## config.mk

```make
export PLATFORM = sky130hd
export DESIGN_NAME = word_game_ctrl
export DESIGN_NICKNAME = d
export VERILOG_FILES = /design/src/rtl/word_game_pkg.sv /design/src/rtl/hi_score_table.sv /design/src/rtl/word_game_ctrl.sv
export SDC_FILE = /design/constraint.sdc
export NUM_CORES = 1
export LEC_CHECK = 0
export CAP_MARGIN = 30
export CORE_ASPECT_RATIO = 2
export CORE_MARGIN = 2
export CORE_UTILIZATION = 60
export DETAILED_ROUTE_END_ITERATION = 8
export DONT_BUFFER_PORTS = 1
export PLACE_DENSITY = 0.76
export REMOVE_ABC_BUFFERS = 1
export SKIP_CTS_REPAIR_TIMING = 1
export SLEW_MARGIN = 10
export SYNTH_ARGS = -nofsm -noshare
export SYNTH_HDL_FRONTEND = slang
export SYNTH_SLANG_ARGS = --single-unit
```

## constraint.sdc

```tcl
create_clock -name clk -period 5.22 [get_ports clk]
set_input_delay 0.783 -clock clk [delete_from_list [all_inputs] [get_ports clk]]
set_output_delay 0.783 -clock clk [all_outputs]
set_load 0.05 [all_outputs]
```

## src/rtl/word_game_pkg.sv

```systemverilog
`default_nettype none
// ============================================================================
// Module      : word_game_pkg
// Description : Shared types and helpers for the word-scramble game
//               controller: state encoding, default letter-count range and
//               the swap-index validity check.
// Revision    : 1.0 - initial release
// ============================================================================
package word_game_pkg;

    // Controller states; encoding 3'd7 is unused and recovers to ST_INIT.
    typedef enum logic [2:0] {
        ST_INIT     = 3'd0,
        ST_SETUP    = 3'd1,
        ST_GETWORD  = 3'd2,
        ST_SWAP     = 3'd3,
        ST_CORRECT  = 3'd4,
        ST_GAMEOVER = 3'd5,
        ST_LOGOUT   = 3'd6
    } state_t;

    localparam int c_MIN_LETT_DEF = 4;
    localparam int c_MAX_LETT_DEF = 6;

    // A swap is legal when both indices address a letter of the current
    // word and they name two different letters.
    function automatic logic swapValid(input int unsigned i1,
                                       input int unsigned i2,
                                       input int unsigned n);
        return (i1 < n) && (i2 < n) && (i1 != i2);
    endfunction

endpackage
`default_nettype wire

```

## src/rtl/hi_score_table.sv

```systemverilog
`default_nettype none
// ============================================================================
// Module      : hi_score_table
// Description : Per-player high-score register file, 2**PID_W entries of
//               SCORE_W bits, cleared asynchronously on reset.
// Ports       : clk, rst (async, active low)
//               we, waddr, wdata  - single write port
//               raddr, rdata      - registered read port (one-cycle latency)
// Revision    : 1.0 - initial release
// ============================================================================
module hi_score_table #(
    parameter int PID_W   = 3,
    parameter int SCORE_W = 7
) (
    input  logic               clk,
    input  logic               rst,
    input  logic               we,
    input  logic [PID_W-1:0]   waddr,
    input  logic [SCORE_W-1:0] wdata,
    input  logic [PID_W-1:0]   raddr,
    output logic [SCORE_W-1:0] rdata
);

    localparam int c_DEPTH = 2**PID_W;

    logic [SCORE_W-1:0] r_mem [c_DEPTH];
    logic [SCORE_W-1:0] r_rdata;

    generate
        for (genvar g = 0; g < c_DEPTH; g++) begin : g_entry
            always_ff @(posedge clk or negedge rst) begin
                if (!rst) begin
                    r_mem[g] <= '0;
                end else if (we && (waddr == PID_W'(g))) begin
                    r_mem[g] <= wdata;
                end
            end
        end
    endgenerate

    // Reads the pre-write contents: a write lands on rdata one cycle later.
    always_ff @(posedge clk or negedge rst) begin
        if (!rst) begin
            r_rdata <= '0;
        end else begin
            r_rdata <= r_mem[raddr];
        end
    end

    assign rdata = r_rdata;

endmodule
`default_nettype wire

```

## src/rtl/word_game_ctrl.sv

```systemverilog
`default_nettype none
// ============================================================================
// Module      : word_game_ctrl
// Description : Second-generation word-scramble game controller. Sequences
//               login, letter-count selection, word fetch, scramble, player
//               swaps, saturating scoring, game-over with per-player
//               high-score tracking, and logout. All outputs registered.
// Ports       : clk, rst (async, active low)
//               logOn, pwdPls, startPls, loadPls - button pulses
//               isCorrect, timeOut               - level inputs
//               pIDin, gIDin, indIn1, indIn2     - IDs and swap indices
//               logOut, timerEn, lettNum, indOut1/2, score, hiScore,
//               pIDout, gIDout, state            - registered status
//               scramPls, flipPls, swapErr, timerReconfig, newHigh
//                                                - one-cycle strobes
// Revision    : 1.0 - initial release
// ============================================================================
module word_game_ctrl
    import word_game_pkg::*;
#(
    parameter int MIN_LETT = c_MIN_LETT_DEF,
    parameter int MAX_LETT = c_MAX_LETT_DEF,
    parameter int IDX_W    = 3,
    parameter int SCORE_W  = 7,
    parameter int PID_W    = 3,
    parameter int GID_W    = 3
) (
    input  logic               clk,
    input  logic               rst,
    input  logic               logOn,
    input  logic               pwdPls,
    input  logic               startPls,
    input  logic               loadPls,
    input  logic               isCorrect,
    input  logic               timeOut,
    input  logic [PID_W-1:0]   pIDin,
    input  logic [GID_W-1:0]   gIDin,
    input  logic [IDX_W-1:0]   indIn1,
    input  logic [IDX_W-1:0]   indIn2,
    output logic               logOut,
    output logic               scramPls,
    output logic               flipPls,
    output logic               swapErr,
    output logic               timerEn,
    output logic               timerReconfig,
    output logic [IDX_W-1:0]   lettNum,
    output logic [IDX_W-1:0]   indOut1,
    output logic [IDX_W-1:0]   indOut2,
    output logic [SCORE_W-1:0] score,
    output logic [SCORE_W-1:0] hiScore,
    output logic               newHigh,
    output logic [PID_W-1:0]   pIDout,
    output logic [GID_W-1:0]   gIDout,
    output logic [2:0]         state
);

    localparam logic [IDX_W-1:0]   c_MIN   = IDX_W'(MIN_LETT);
    localparam logic [IDX_W-1:0]   c_MAX   = IDX_W'(MAX_LETT);
    localparam logic [SCORE_W-1:0] c_S_MAX = '1;

    state_t             r_state, w_state;
    logic [IDX_W-1:0]   r_mode, w_mode;
    logic [IDX_W-1:0]   r_lettNum, w_lettNum;
    logic               r_logOut, w_logOut;
    logic               r_scramPls, w_scramPls;
    logic               r_flipPls, w_flipPls;
    logic               r_swapErr, w_swapErr;
    logic               r_timerEn, w_timerEn;
    logic               r_timerReconfig, w_timerReconfig;
    logic [IDX_W-1:0]   r_indOut1, w_indOut1;
    logic [IDX_W-1:0]   r_indOut2, w_indOut2;
    logic [SCORE_W-1:0] r_score, w_score;
    logic               r_newHigh, w_newHigh;
    logic [PID_W-1:0]   r_pIDout, w_pIDout;
    logic [GID_W-1:0]   r_gIDout, w_gIDout;
    logic               w_tableWe;
    logic [SCORE_W-1:0] w_tableRd;
    logic               w_swapOk;

    assign w_swapOk = swapValid(int'(indIn1), int'(indIn2), int'(r_lettNum));

    // The stored best for the logged-in player is read through the
    // registered port; pIDin is held steady for the duration of a game, so
    // the value seen in GAMEOVER belongs to the same player being written.
    hi_score_table #(
        .PID_W   (PID_W),
        .SCORE_W (SCORE_W)
    ) u_table (
        .clk   (clk),
        .rst   (rst),
        .we    (w_tableWe),
        .waddr (pIDin),
        .wdata (r_score),
        .raddr (pIDin),
        .rdata (w_tableRd)
    );

    always_ff @(posedge clk or negedge rst) begin
        if (!rst) begin
            r_state         <= ST_INIT;
            r_mode          <= c_MIN;
            r_lettNum       <= c_MIN;
            r_logOut        <= 1'b0;
            r_scramPls      <= 1'b0;
            r_flipPls       <= 1'b0;
            r_swapErr       <= 1'b0;
            r_timerEn       <= 1'b0;
            r_timerReconfig <= 1'b0;
            r_indOut1       <= '0;
            r_indOut2       <= '0;
            r_score         <= '0;
            r_newHigh       <= 1'b0;
            r_pIDout        <= '0;
            r_gIDout        <= '0;
        end else begin
            r_state         <= w_state;
            r_mode          <= w_mode;
            r_lettNum       <= w_lettNum;
            r_logOut        <= w_logOut;
            r_scramPls      <= w_scramPls;
            r_flipPls       <= w_flipPls;
            r_swapErr       <= w_swapErr;
            r_timerEn       <= w_timerEn;
            r_timerReconfig <= w_timerReconfig;
            r_indOut1       <= w_indOut1;
            r_indOut2       <= w_indOut2;
            r_score         <= w_score;
            r_newHigh       <= w_newHigh;
            r_pIDout        <= w_pIDout;
            r_gIDout        <= w_gIDout;
        end
    end

    always_comb begin
        w_state         = r_state;
        w_mode          = r_mode;
        w_lettNum       = r_lettNum;
        w_logOut        = r_logOut;
        w_scramPls      = 1'b0;
        w_flipPls       = 1'b0;
        w_swapErr       = 1'b0;
        w_timerEn       = r_timerEn;
        w_timerReconfig = 1'b0;
        w_indOut1       = r_indOut1;
        w_indOut2       = r_indOut2;
        w_score         = r_score;
        w_newHigh       = 1'b0;
        w_pIDout        = r_pIDout;
        w_gIDout        = r_gIDout;
        w_tableWe       = 1'b0;

        case (r_state)
            ST_INIT: begin
                w_mode = c_MIN;
                if (logOn) begin
                    w_timerEn = 1'b1;
                    w_state   = ST_SETUP;
                end
            end
            ST_SETUP: begin
                // lettNum trails mode by one cycle.
                w_lettNum = r_mode;
                if (pwdPls) begin
                    w_logOut = 1'b1;
                    w_state  = ST_LOGOUT;
                end else if (loadPls) begin
                    w_mode = (r_mode == c_MAX) ? c_MIN : r_mode + IDX_W'(1);
                end else if (startPls) begin
                    w_score         = '0;
                    w_timerReconfig = 1'b1;
                    w_state         = ST_GETWORD;
                end
            end
            ST_GETWORD: begin
                if (startPls) begin
                    w_state = ST_SETUP;
                end else if (timeOut) begin
                    w_state = ST_GAMEOVER;
                end else if (pwdPls) begin
                    w_scramPls = 1'b1;
                    w_state    = ST_SWAP;
                end
            end
            ST_SWAP: begin
                if (startPls) begin
                    w_state = ST_SETUP;
                end else if (timeOut) begin
                    w_state = ST_GAMEOVER;
                end else if (isCorrect) begin
                    w_state = ST_CORRECT;
                end else if (loadPls) begin
                    if (w_swapOk) begin
                        w_indOut1 = indIn1;
                        w_indOut2 = indIn2;
                        w_flipPls = 1'b1;
                    end else begin
                        w_swapErr = 1'b1;
                    end
                end
            end
            ST_CORRECT: begin
                w_score = (r_score == c_S_MAX) ? r_score : r_score + SCORE_W'(1);
                w_state = ST_GETWORD;
            end
            ST_GAMEOVER: begin
                w_pIDout  = pIDin;
                w_gIDout  = gIDin;
                w_timerEn = 1'b0;
                w_mode    = c_MIN;
                w_state   = ST_SETUP;
                // Strictly greater: a tie keeps the existing record.
                if (r_score > w_tableRd) begin
                    w_tableWe = 1'b1;
                    w_newHigh = 1'b1;
                end
            end
            ST_LOGOUT: begin
                w_timerEn = 1'b0;
                w_logOut  = 1'b0;
                w_state   = ST_INIT;
            end
            default: begin
                w_state = ST_INIT;
            end
        endcase
    end

    assign logOut        = r_logOut;
    assign scramPls      = r_scramPls;
    assign flipPls       = r_flipPls;
    assign swapErr       = r_swapErr;
    assign timerEn       = r_timerEn;
    assign timerReconfig = r_timerReconfig;
    assign lettNum       = r_lettNum;
    assign indOut1       = r_indOut1;
    assign indOut2       = r_indOut2;
    assign score         = r_score;
    assign hiScore       = w_tableRd;
    assign newHigh       = r_newHigh;
    assign pIDout        = r_pIDout;
    assign gIDout        = r_gIDout;
    assign state         = r_state;

endmodule
`default_nettype wire

```

* Yosys cells after proc, flatten, opt, wreduce, memory -nomap -nowiden *
Cells that the tools add are included.

word-level totals
  bits in registers = 98
  input bits = 20
  output and inout bits = 39
  logic and storage cells = 134

operators by class
  $add $sub $neg = 2
  $lt $le $gt $ge = 4
  eq/ne operators = 27
  muxes and demuxes = 49
  bitwise operators = 4
  reduce and logical (&&, ||, !) cells = 24

operator list
  operator                                              count
  2-to-1 mux 7 bit                                      6
  2-to-1 mux 3 bit                                      13
  equality test 3 bit (second input constant)           8
  2-to-1 mux 1 bit                                      24
  binary-select mux 7 bit (select 3 bit)                1
  one-hot mux 3 bit (6 select lines)                    1
  inequality test 2 bit (second input constant)         7
  one-hot mux 7 bit (2 select lines)                    1
  equality test 3 x 2 -> 1 bit (second input constant)  4
  logical AND 1 bit                                     10
  AND reduction 5 bit                                   2
  inequality test 4 bit (second input constant)         2
  nonzero test 2 bit                                    4
  adder 7 x 1 -> 7 bit (second input constant)          1
  equality test 7 bit (second input constant)           1
  greater-than comparator 7 bit                         1
  equality test 3 x 1 -> 1 bit (second input constant)  2
  logical NOT 3 bit                                     2
  less-than comparator 3 bit                            2
  inequality test 3 bit (second input constant)         2
  one-hot mux 3 bit (2 select lines)                    1
  AND reduction 6 bit                                   1
  >= comparator 4 bit (second input constant)           1
  inverter 3 -> 4 bit                                   1
  other kinds (7)                                       12

* Logic depth before layout (Yosys ltp) *
  word-level depth = 9
  gate-level depth with buffers = 8
  gate-level depth less buffers = 6

* Modules after synthesis *
Synthesis repeated with hierarchy kept, for this count alone.

second synthesis, totals
  cells, all modules = 349
  area total of the unflattened synthesis = 4738.3 um^2

modules (own cells, without submodules)
  module          instances  cells an instance  area each (um^2)  sequential area each (um^2)
  hi_score_table  1          159                2810.2            1576.5
  word_game_ctrl  1          190                1928.1            878.3

* Worst setup path after synthesis *
OpenSTA, ideal clock, no wires.

  path kind = reg-to-reg
  start = register r_score[0] (netlist: score[0])
  end = register u_table.r_mem[0] (netlist bit)
  library setup time = 125 ps
  data arrival time = 2333 ps
  required time = 5095 ps
  slack = 2762 ps
  stages on the path, launching flop included = 9
  buffers on the path = 2
  clock period less this slack = 2458 ps
  path through = dfrtp_1 > clkbuf_1 > inv_1 > ha_1 > nand3b_1 > a21boi_0 > buf_2 > o2111ai_4 > mux2_2

on the way
  cells in the longest elaborated chain, start to end = 4

ends and longest elaborated chain
  what                             RTL line               RTL
  from (decl)                      word_game_ctrl.sv:72   logic [SCORE_W-1:0] r_score, w_score;
  from (signal assigned)           word_game_ctrl.sv:127  r_score <= w_score;
  greater-than comparator 7 bit    word_game_ctrl.sv:212  if (r_score > w_tableRd) begin
  2-to-1 mux 1 bit                 word_game_ctrl.sv:212
  2-to-1 mux 1 bit                 word_game_ctrl.sv:152  case (r_state)
  logical AND 1 bit                hi_score_table.sv:34   end else if (we && (waddr == PID_W'(g))) begin
  to (signal, indexed assignment)  hi_score_table.sv:35   r_mem[g] <= wdata;
  to (decl)                        hi_score_table.sv:26   logic [SCORE_W-1:0] r_mem [c_DEPTH];

Several ways; a longest one is shown, not always the timed one.
A chain may end at the register's enable or synchronous reset.

* Worst setup path in the final report *
  start = register r_score[4] (netlist: score[4])
  end = register u_table.r_mem[36] (netlist bit)

on the way
  cells in the longest elaborated chain, start to end = 4

ends and longest elaborated chain
  what                           RTL line
  greater-than comparator 7 bit  word_game_ctrl.sv:212
  2-to-1 mux 1 bit               word_game_ctrl.sv:212
  2-to-1 mux 1 bit               word_game_ctrl.sv:152
  logical AND 1 bit              hi_score_table.sv:34

Every way passes these cells.

==> results <==
- The run finished with clean final reports.
- The number of nets with antenna violations after detailed routing is 0.
- The average wire per standard cell is 22.46 µm.
- Clock-pin slew was measured on the worst setup and hold paths at 0.07 ns.
- The total via count in the routed design is 2973.
- The maximum VDD drop is 0.4212 mV.
- The sum of negative setup slack is 0 ns.
- Entering global routing, the biggest net connects 99 pins.
- STA classifies the critical path endpoint as a register.
- The sequential-to-total area share from yosys stat is 0.5015.
- The count of standard-cell rows is 46.
- The post-place instance area is 4985 µm².
- In the synthesized netlist, the cells that appear most often are sky130_fd_sc_hd__dfrtp_1 (96), sky130_fd_sc_hd__mux2_2 (76), sky130_fd_sc_hd__nand2_1 (22).
- The iteration-0 DRC count of the detailed router is 154.
- The number of fillers in the final layout is 597.
- The Yosys step of the flow raised 0 warnings.
- The total of endpoints with negative setup slack in the final report is 0.
- The clock skew is 0.007382 ns.
- In this run the tightest slew margin relative to its limit is 0.3567.
- The die span in y is 131.7 µm.
- The clock group share of total power is 0.207.
- The total standard cell area after synthesis is 4895 µm².
- Measured along the x axis, the die boundary spans 67.87 µm.
- The clock tree from TritonCTS is yes.
- In this run the worst path has a maximum fanout of 14.
- The net count of the finished layout is 391.
- The die area is 8940 µm².
- The power per cell area is 556.7 nW/µm².
- The most used flip-flop cell after synthesis is sky130_fd_sc_hd__dfrtp_1.
- The HPWL after detailed placement is 7.286 mm.
- The hold violation count in the final report is 0.
- The initial antenna violation count is 0.
- Setup repair after global routing left no endpoint under its margin.
- Yosys mapped a number of flops with a built-in enable equal to 0.
- Data on the critical path is required at its endpoint by 5.45 ns.
- The H-tree generated during clock tree synthesis spans 3 levels.
- After synthesis, the mean cell area works out to 13.60 µm².
- In the final layout, the share of cells above drive strength 1 is 0.3599.
- The cell accounting for the most synthesized area is sky130_fd_sc_hd__dfrtp_1.
- The leftover overflow at the end of global routing is 0.
- Timing would allow up to 331.3 MHz.
- The via count of the first global-routing pass was 3309.
- The critical path in this run is classified as register to register.
- The class of the tightest hold or removal check is input port to async pin.
- The proportion of register bits with asynchronous set or reset after synthesis is 1.000.
- TritonCTS created 9 clock buffers.
- For this design, the sink count on the clock tree is 98.
- The number of storage elements in the synthesis netlist is 98.
- The placer congestion estimate is 0.8128.
- The post-detailed-route via-to-cell ratio is 6.463.
- The core region is 7943 µm².
- The antenna diode count is 0.
- The number of library cell types mapped by synthesis is 52.
- For this design the top-level I/O count stands at 59.
- The count of buffers added on input and output ports is 0.
- The final hold slack is 0.1301 ns.
- The internal power of the cells is 1681 µW.
- The post-route cell area is 5268 µm².
- The gate count of the mapped netlist is 360.
- Of the total power, the share spent switching nets is 0.4267.
- The maximum root-to-sink buffer count is 2.
- Across every metal layer, demand over resource in global routing totals 0.2557.
- The number of max-slew violations in the final report was 0.
- At the worst endpoint, the arrival time is 3.25 ns.
- The first-pass GRT wire length is 16.68 mm.
- The initial utilization of the core area, before any placement, comes to 0.6163.
- The number of iterations in the first detailed-routing pass is 4.
- The share of total power dissipated in sequential elements is 0.478.
- The leakage component of the power is 0.002406 µW.
- The later pin in the worst-skew pair is clocked with a latency of 0.35 ns.
- The clock root buffer is sky130_fd_sc_hd__clkbuf_16.
- The power dissipated by switching net loads is 1251 µW.
- The final design utilization is 0.6632.
- The count of max-cap constraint violations is 0.
- The part of the total power dissipated in combinational logic is 0.315.
- The final critical delay including setup and external delays is 3.018 ns.
- After detailed routing, the number of remaining DRC violations is 0.
- The portion of synthesized cell area occupied by the leading cell type is 0.4908.
- After detailed routing, the total wire length is 10.33 mm.
- STA classifies the critical path startpoint as a register.
- By area the synthesized netlist is led by sky130_fd_sc_hd__dfrtp_1 (49%), sky130_fd_sc_hd__mux2_2 (17%), sky130_fd_sc_hd__mux4_2 (6.4%), sky130_fd_sc_hd__o2111ai_4 (4.3%), sky130_fd_sc_hd__ha_1 (3.1%).
- In the post-synthesis netlist, the cell with the most instances is sky130_fd_sc_hd__dfrtp_1.
- The transition at the pin with the smallest max-transition slack is 0.9594 ns.
- The total power after layout is 2933 µW.
- The area growth from synthesis to layout is 7.618%.
- The share of the cycle needed by the critical path after routing is 0.5782.
==> logic make-up (layout without fill, tap and decap cells) <==
group | count (synthesis) | count (layout) | synth area share
flops | 98 | 98 | 0.5015
mux | 91 | 91 | 0.2413
simple gates | 71 | 71 | 0.08768
compound gates | 52 | 52 | 0.1043
buf+inv | 33 | 37 | 0.02914
fa+ha+maj | 12 | 12 | 0.03067
xor+xnor | 3 | 3 | 0.005369
==> flip-flops by register name, indices dropped and copies added, names as in the netlist, 3 cells and up <==
register       cells
pIDout             3
u_table.r_mem     56
r_mode             3
gIDout             3
lettNum            3
indOut2            3
u_table.rdata      7
state              3
indOut1            3
score              7
==> per-layer routing <==
metal / track usage / up-vias / wire length, µm
met4: 0.1422 / 0 / 482
met1: 0.2740 / 1532 / 3649
li1: - / 1331 / -
met5: 0 / - / 0
met3: 0.05465 / 26 / 483
met2: 0.4450 / 84 / 5714
==> critical path, stage by stage, from the launching register on <==
cell	delay, ns
sky130_fd_sc_hd__dfrtp_1	0.72
sky130_fd_sc_hd__ha_1	0.50
sky130_fd_sc_hd__and4_1	0.22
sky130_fd_sc_hd__a21boi_2	0.76
sky130_fd_sc_hd__o2111ai_4	0.33
sky130_fd_sc_hd__mux2_2	0.36
==> power by group through the flow <==
stage          logic [µW]  registers [µW]  clock network, µW
2_1_floorplan         604            1470                  0
3_3_place_gp          879            1400                  0
3_5_place_dp          918            1410                  0
4_1_cts               922            1400                618
5_1_grt              1010            1430                647
6_report              924            1400                607
==> path summary, 6_finish.rpt <==
| check | startpoint | to | slack, ns | depth (start not counted) |
|---|---|---|---|---|
| worst max-delay path | score[4]$_DFFE_PN0P_ | u_table.r_mem[36]$_DFFE_PN0P_ | 2.20 | 5 |
| worst min-delay path | rst | score[2]$_DFFE_PN0P_ | 0.13 | 0 |
| worst max register to register | score[4]$_DFFE_PN0P_ | u_table.r_mem[36]$_DFFE_PN0P_ | 2.20 | 5 |
| worst min register to register | u_table.r_mem[40]$_DFFE_PN0P_ | u_table.r_mem[40]$_DFFE_PN0P_ | 0.50 | 1 |
| max in group asynchronous | rst | r_mode[2]$_DFFE_PN1P_ | 4.88 | 0 |
| min in group clk | u_table.r_mem[40]$_DFFE_PN0P_ | u_table.r_mem[40]$_DFFE_PN0P_ | 0.50 | 1 |
==> layout by cell type (no fill, tap or decap), types with 3 or more instances in the layout <==
cell / netlist / routed
sky130_fd_sc_hd__nand3_1: 5 / 5
sky130_fd_sc_hd__nand2_1: 22 / 22
sky130_fd_sc_hd__ha_1: 12 / 12
sky130_fd_sc_hd__a31oi_1: 6 / 6
sky130_fd_sc_hd__xor2_1: 3 / 3
sky130_fd_sc_hd__buf_4: 1 / 7
sky130_fd_sc_hd__dfrtp_1: 96 / 96
sky130_fd_sc_hd__inv_1: 13 / 13
sky130_fd_sc_hd__o2111ai_4: 8 / 8
sky130_fd_sc_hd__a21oi_1: 8 / 8
sky130_fd_sc_hd__mux4_2: 14 / 14
sky130_fd_sc_hd__clkbuf_16: 0 / 9
sky130_fd_sc_hd__nor2b_1: 9 / 9
sky130_fd_sc_hd__o21ai_0: 9 / 9
sky130_fd_sc_hd__mux2_2: 76 / 76
sky130_fd_sc_hd__nor2_1: 8 / 8
sky130_fd_sc_hd__and2_1: 3 / 3
sky130_fd_sc_hd__nor3_1: 5 / 5
==> metrics by stage <==
step,setup WS [ns],cells
after global placement,2.091,443
final,2.202,460
after global routing,2.089,460
after CTS,2.027,459
after detailed placement,2.053,443
after floorplan,1.481,340
==> area by class of cell <==
type                       count  area, µm²  share of cell area
tap                           96      120.1             0.02280
multi-input combinational    229       2308              0.4382
timing repair buffer           8      63.81             0.01211
clock inverter                 6      42.54            0.008076
inverter                      13      48.80            0.009264
clock buffer                  10      229.0             0.04347
sequential                    98       2455              0.4660
Note: power is estimated with default switching activity, not from simulation.
